$ cat src/rtl/vending_pkg.sv
`default_nettype none
// ============================================================================
//  Module      : vending_pkg
//  Description : Shared types for the vending-machine coin path: the coin
//                kind carried through the acceptor queue and the encoding of
//                the acceptor's pulse-emit state machine.
//  Revision    : 1.0 - initial release
// ============================================================================
package vending_pkg;

  typedef enum logic {
    COIN_NICKEL = 1'b0,
    COIN_DIME   = 1'b1
  } coin_t;

  typedef enum logic [1:0] {
    EMIT_IDLE  = 2'd0,
    EMIT_PULSE = 2'd1,
    EMIT_GAP   = 2'd2
  } emit_state_t;

endpackage
`default_nettype wire

$ cat src/rtl/coin_debounce.sv
`default_nettype none
// ============================================================================
//  Module      : coin_debounce
//  Description : Two-flop synchroniser plus counter debouncer for one coin
//                slot sensor. Raises o_rise for one cycle, combinationally,
//                in the cycle whose closing edge flips the accepted level
//                from 0 to 1.
//  Ports       : clk      - clock
//                rst      - synchronous active-high reset
//                i_raw    - asynchronous sensor level
//                o_rise   - coin event (accepted 0->1 transition)
//  Revision    : 1.0 - initial release
// ============================================================================
module coin_debounce #(
  parameter int DEBOUNCE_CYCLES = 4
) (
  input  logic clk,
  input  logic rst,
  input  logic i_raw,
  output logic o_rise
);

  // Counter needs to reach DEBOUNCE_CYCLES-1; keep at least one bit so the
  // DEBOUNCE_CYCLES==1 case still elaborates.
  localparam int CNT_W = (DEBOUNCE_CYCLES > 1) ? $clog2(DEBOUNCE_CYCLES) : 1;
  localparam logic [CNT_W-1:0] c_cnt_max = CNT_W'(DEBOUNCE_CYCLES - 1);

  logic             r_s1;
  logic             r_s2;
  logic             r_stable;
  logic [CNT_W-1:0] r_cnt;
  logic             w_toggle;

  // The accepted level flips on the edge where the synced level has
  // disagreed with it for DEBOUNCE_CYCLES consecutive cycles.
  assign w_toggle = (r_s2 != r_stable) && (r_cnt == c_cnt_max);
  assign o_rise   = w_toggle && !r_stable;

  always_ff @(posedge clk) begin
    if (rst) begin
      r_s1     <= 1'b0;
      r_s2     <= 1'b0;
      r_stable <= 1'b0;
      r_cnt    <= '0;
    end else begin
      r_s1 <= i_raw;
      r_s2 <= r_s1;
      if (r_s2 == r_stable) begin
        r_cnt <= '0;
      end else if (w_toggle) begin
        r_stable <= ~r_stable;
        r_cnt    <= '0;
      end else begin
        r_cnt <= r_cnt + CNT_W'(1);
      end
    end
  end

endmodule
`default_nettype wire

$ cat src/rtl/coin_acceptor.sv
`default_nettype none
// ============================================================================
//  Module      : coin_acceptor
//  Description : Vending-machine input stage. Debounces the nickel and dime
//                sensors, queues accepted coins and replays them as spaced,
//                mutually exclusive single-cycle N/D pulses.
//  Ports       : clk        - clock
//                rst        - synchronous active-high reset
//                nickel_raw - asynchronous nickel sensor level
//                dime_raw   - asynchronous dime sensor level
//                hold       - stall: no coin is popped while high (IDLE only)
//                N, D       - one-cycle coin pulses (registered)
//                pending    - queue occupancy (registered)
//                overflow   - sticky flag, set when an accepted coin is lost
//  Revision    : 1.0 - initial release
// ============================================================================
module coin_acceptor
  import vending_pkg::*;
#(
  parameter int DEBOUNCE_CYCLES = 4,
  parameter int FIFO_DEPTH      = 4
) (
  input  logic                            clk,
  input  logic                            rst,
  input  logic                            nickel_raw,
  input  logic                            dime_raw,
  input  logic                            hold,
  output logic                            N,
  output logic                            D,
  output logic [$clog2(FIFO_DEPTH+1)-1:0] pending,
  output logic                            overflow
);

  localparam int PTR_W = $clog2(FIFO_DEPTH);
  localparam int CNT_W = $clog2(FIFO_DEPTH + 1);

  // ---------------------------------------------------------------- debounce
  logic w_n_ev;
  logic w_d_ev;

  coin_debounce #(.DEBOUNCE_CYCLES(DEBOUNCE_CYCLES)) u_dbnc_nickel (
    .clk    (clk),
    .rst    (rst),
    .i_raw  (nickel_raw),
    .o_rise (w_n_ev)
  );

  coin_debounce #(.DEBOUNCE_CYCLES(DEBOUNCE_CYCLES)) u_dbnc_dime (
    .clk    (clk),
    .rst    (rst),
    .i_raw  (dime_raw),
    .o_rise (w_d_ev)
  );

  // -------------------------------------------------------------------- FIFO
  coin_t            r_mem [FIFO_DEPTH];
  logic [PTR_W-1:0] r_wr_ptr;
  logic [PTR_W-1:0] r_rd_ptr;
  logic [CNT_W-1:0] r_count;
  logic             r_overflow;

  logic [CNT_W-1:0] w_free;
  logic [PTR_W-1:0] w_wr_ptr_p1;
  logic             w_wr0_en;
  coin_t            w_wr0_val;
  logic             w_wr1_en;
  logic [1:0]       w_nwr;
  logic             w_drop;
  logic             w_pop;
  coin_t            w_head;

  // Space is judged on the occupancy at the start of the cycle, so a pop in
  // the same cycle never makes room for an arriving coin.
  assign w_free      = CNT_W'(FIFO_DEPTH) - r_count;
  assign w_wr_ptr_p1 = r_wr_ptr + PTR_W'(1);
  assign w_head      = r_mem[r_rd_ptr];

  // Write slot 0 takes the nickel when both lines fire; the dime goes to
  // slot 1 only if two entries are free.
  always_comb begin
    w_wr0_en  = 1'b0;
    w_wr0_val = COIN_NICKEL;
    w_wr1_en  = 1'b0;
    w_nwr     = 2'd0;
    w_drop    = 1'b0;
    if (w_n_ev && w_d_ev) begin
      if (w_free >= CNT_W'(2)) begin
        w_wr0_en = 1'b1;
        w_wr1_en = 1'b1;
        w_nwr    = 2'd2;
      end else if (w_free == CNT_W'(1)) begin
        w_wr0_en = 1'b1;
        w_nwr    = 2'd1;
        w_drop   = 1'b1;
      end else begin
        w_drop   = 1'b1;
      end
    end else if (w_n_ev || w_d_ev) begin
      if (w_free != '0) begin
        w_wr0_en  = 1'b1;
        w_wr0_val = w_n_ev ? COIN_NICKEL : COIN_DIME;
        w_nwr     = 2'd1;
      end else begin
        w_drop    = 1'b1;
      end
    end
  end

  // Storage carries no reset: an entry is only read after it was written.
  always_ff @(posedge clk) begin
    if (w_wr0_en) r_mem[r_wr_ptr]    <= w_wr0_val;
    if (w_wr1_en) r_mem[w_wr_ptr_p1] <= COIN_DIME;
  end

  // Depth is a power of two, so pointer wrap is plain truncation.
  always_ff @(posedge clk) begin
    if (rst) begin
      r_wr_ptr   <= '0;
      r_rd_ptr   <= '0;
      r_count    <= '0;
      r_overflow <= 1'b0;
    end else begin
      r_wr_ptr   <= r_wr_ptr + PTR_W'(w_nwr);
      r_rd_ptr   <= r_rd_ptr + PTR_W'(w_pop);
      r_count    <= r_count + CNT_W'(w_nwr) - CNT_W'(w_pop);
      r_overflow <= r_overflow | w_drop;
    end
  end

  // ---------------------------------------------------------------- emit FSM
  emit_state_t r_state;
  emit_state_t w_state_nxt;
  logic        r_n;
  logic        r_d;
  logic        w_n_nxt;
  logic        w_d_nxt;

  // The pulse value is decided at pop time and registered, so N/D come
  // straight from flops during PULSE. GAP plus the IDLE decision cycle give
  // the three-cycle spacing the downstream FSM relies on.
  always_comb begin
    w_state_nxt = r_state;
    w_pop       = 1'b0;
    w_n_nxt     = 1'b0;
    w_d_nxt     = 1'b0;
    case (r_state)
      EMIT_IDLE: begin
        if ((r_count != '0) && !hold) begin
          w_pop       = 1'b1;
          w_n_nxt     = (w_head == COIN_NICKEL);
          w_d_nxt     = (w_head == COIN_DIME);
          w_state_nxt = EMIT_PULSE;
        end
      end
      EMIT_PULSE: w_state_nxt = EMIT_GAP;
      EMIT_GAP:   w_state_nxt = EMIT_IDLE;
      default:    w_state_nxt = EMIT_IDLE;
    endcase
  end

  always_ff @(posedge clk) begin
    if (rst) begin
      r_state <= EMIT_IDLE;
      r_n     <= 1'b0;
      r_d     <= 1'b0;
    end else begin
      r_state <= w_state_nxt;
      r_n     <= w_n_nxt;
      r_d     <= w_d_nxt;
    end
  end

  assign N        = r_n;
  assign D        = r_d;
  assign pending  = r_count;
  assign overflow = r_overflow;

endmodule
`default_nettype wire

$ cat config.mk
export PLATFORM = sky130hd
export DESIGN_NAME = coin_acceptor
export DESIGN_NICKNAME = d
export VERILOG_FILES = /design/src/rtl/vending_pkg.sv /design/src/rtl/coin_debounce.sv /design/src/rtl/coin_acceptor.sv
export SDC_FILE = /design/constraint.sdc
export NUM_CORES = 1
export LEC_CHECK = 0
export BUFFER_PORTS_ARGS = -buffer_cell sky130_fd_sc_hd__buf_2
export CAP_MARGIN = 40
export CORE_MARGIN = 3
export CORE_UTILIZATION = 43
export CTS_BUF_LIST = sky130_fd_sc_hd__clkbuf_16
export DETAILED_ROUTE_END_ITERATION = 10
export PLACE_DENSITY = 0.72
export SLEW_MARGIN = 25
export SYNTH_ARGS = -nofsm -noshare
export SYNTH_HDL_FRONTEND = slang
export SYNTH_HIERARCHICAL = 1
export SYNTH_SLANG_ARGS = --single-unit
$ cat constraint.sdc
create_clock -name clk -period 5.3 [get_ports clk]
set_input_delay 1.06 -clock clk [delete_from_list [all_inputs] [get_ports clk]]
set_output_delay 1.06 -clock clk [all_outputs]
set_load 0.02 [all_outputs]
==> out/qor.txt <==
Starting DRT DRC Count - 16
# hold bufs at CTS - 0
Diodes inserted - 0
Seq pwr share - 40.7%
Port-buffer cells - 10
Power Dens Cells - 415 nW/um^2
Placed inst area - 1290 sq um
Chip Width - 59.5 microns
Residual DRC - 0
Via-per-instance ratio - 5.38
I/O pin cnt - 11
Pin count of the biggest net entering global routing - 21
Synth async-reset ratio - 0%
Post-Synthesis Cells - 120
Crit-path max FO - 5
CTS Sinks - 26
Post-cts resize count - 0
Worst Skew - 0.00410 ns
Yosys top cell area share - 42.3%
F_max - 308 MHz
Max_slew headroom - 58.4%
First-pass GRT wire length - 3530 microns
Hold WS - 0.430 ns
Initial DRT Pass Iterations - 4
Vias in the first global route - 835
Fin area - 1370 sq um
Share of cells above drive strength 1 - 18.5%
Lkg Pwr - 0.566 nW
Syn Area/Cell - 10.3 sq um
Sequential area share after synthesis - 42.3%
Ranking of synthesized cells by area - dfxtp_1 (42%), ha_1 (12%), xnor2_1 (5.0%), nor2b_1 (4.6%), inv_1 (2.4%)
Clock share of power - 28.4%
Yosys warning count - 6
Max Slew Vio Count - 0
Delay of the slowest cell on the worst path - 0.43 ns
EDFF count, synth - 0
Tightest Pin Transition - 0.621 ns
Commonest non-fill, non-tap cell in the layout - dfxtp_1
GRT overflow - 0
Wire per inst - 13.2 microns
Via count - 860
Slowest cell on the critical path - or3b_4
CTS buffer count - 3
Max-cap viol count - 0
Final period util - 61.2%
Most frequent cells in the layout - dfxtp_1 (26), ha_1 (12), buf_2 (10)
Hold crit path type - flip-flop to flip-flop
Fin util - 53.0%
Switch share - 30.4%
Most area-hungry cell type in the Yosys netlist - dfxtp_1
Post-CTS Setup Inserts - 0
Critical Path Most Common Cell - ha_1
Final net count - 149
CP arrival - 3.38 ns
Predominant post-synthesis flop cell - dfxtp_1
Yosys reg bits - 26
Setup tns final - 0 ns
Final hold violation count - 0
Sw Pwr - 0.173 mW
Library cells used by synthesis - 34
Cell Int Power - 0.397 mW
Final ANT Viol Nets - 0
Crit. End Element - flip-flop
H-tree Lvls - 1
GP Congestion - 0.751
Area delta synth->final - 11.6%
RSZ-0062 raised after global routing - no
Tot GR Track Use - 13.2%
Maximum vdd drop - 294 uV
TritonCTS clock tree - done
Clk pin slew, worst setup/hold paths - 0.06 ns
Vert. Die Dim - 59.5 microns
Antenna violations before repair - 0
Minimum clock period - 3.24 ns
Die Footprint - 3540 sq um
Critical Path, Cell by Cell - inv_1, ha_1, ha_1, or3b_4, nor2_1, o21ai_0, and2_1, ha_1, inv_1, ha_1, inv_1, fa_1, xnor2_1, xnor2_1, nor2_1
Setup crit start kind - flip-flop
CP required - 5.43 ns
Worst-Skew Late Latency - 0.25 ns
Post-synth net total - 138
Worst-case clock buffer depth - 2
Starting Density - 47.5%
Combinational power share - 30.9%
HPWL Detailed - 1520 microns
Root buffer selected by CTS - clkbuf_16
Outcome - completed
Crit Path Category - flip-flop to flip-flop
Core box area - 2590 sq um
Final setup vio count - 0
# rows - 18
Area of the mapped netlist - 1230 sq um
DRT Wirelength - 2120 microns
[worst max-delay path: cells and delay by family, from the launching register on]
kind,cells,cell delay (ns)
AOI/OAI and AO/OA,1,0.10
buffers and inverters,3,0.22
and+or+nand+nor,4,0.78
xor gates and xnor gates,2,0.33
adders and majority gates,5,1.31
DFF,1,0.39
[power groups by stage]
stage          Combinational, mW  Sequential, mW  Clock (mW)
2_1_floorplan              0.124           0.247           0
3_3_place_gp               0.169           0.235           0
3_5_place_dp               0.174           0.237           0
4_1_cts                    0.179           0.232       0.166
5_1_grt                    0.197           0.234       0.176
6_report                   0.176           0.232       0.162
[through the flow]
stage / worst slack [ns] / cells / total power, mW
6_report: 2.06 / 160 / 0.569
5_1_grt: 1.89 / 160 / 0.607
4_1_cts: 2.04 / 160 / 0.576
3_5_place_dp: 2.07 / 156 / 0.410
3_3_place_gp: 2.14 / 156 / 0.404
2_1_floorplan: 2.14 / 120 / 0.371
[final timing paths]
kind / from / endpoint / slack [ns] / cells past startpoint
setup / recovery: pending[0]$_SDFF_PP0_ / pending[2]$_SDFF_PP0_ / 2.06 / 15
hold / removal: u_dbnc_dime/r_cnt[0]$_SDFF_PP0_ / u_dbnc_dime/r_cnt[0]$_SDFF_PP0_ / 0.43 / 1
setup reg to reg: pending[0]$_SDFF_PP0_ / pending[2]$_SDFF_PP0_ / 2.06 / 15
hold reg to reg: u_dbnc_dime/r_cnt[0]$_SDFF_PP0_ / u_dbnc_dime/r_cnt[0]$_SDFF_PP0_ / 0.43 / 1
[routing by layer]
layer	track usage, %	share of wire (%)	up-vias
met5	0	0	-
li1	-	-	429
met4	4.11	0.71	0
met3	3.05	3.5	2
met2	24.6	51	13
met1	14.6	45	416
[logic make-up (layout without fill, tap and decap cells)]
| group | Yosys count | in the layout | share of synthesized area, % |
|---|---|---|---|
| muxes | 2 | 2 | 2.64 |
| buffers and inverters | 12 | 22 | 4.37 |
| and+or+nand+nor | 42 | 42 | 20.9 |
| xor gates and xnor gates | 7 | 7 | 4.98 |
| DFF | 26 | 26 | 42.3 |
| AOI/OAI and AO/OA | 18 | 18 | 11.0 |
| adders and majority gates | 13 | 13 | 13.8 |
[synthesized netlist by cell type, types with 3 or more instances]
master,n
nand2b_1,3
inv_1,8
nor2b_1,9
o31ai_1,3
nor4_1,3
o21ai_0,3
dfxtp_1,26
nand2_1,7
ha_1,12
xnor2_1,7
nor2_1,8
a21oi_1,3
[sequential cells by signal, indices dropped and copies added (netlist names), 2 cells and up]
register	count
r_mem	4
u_dbnc_nickel/r_cnt	2
r_rd_ptr	2
u_dbnc_dime/r_cnt	2
r_wr_ptr	2
r_state	2
pending	3
[layout make-up]
type | instances | area (sq um)
clock inverters | 1 | 3.75
flip-flops and latches | 26 | 520
fillers | 222 | 1220
well taps | 30 | 37.5
clock buffers | 3 | 75.1
inverters | 8 | 30.0
multi-input cells | 82 | 657
repair buffers | 10 | 50.0
(Power assumes the default switching activity.)
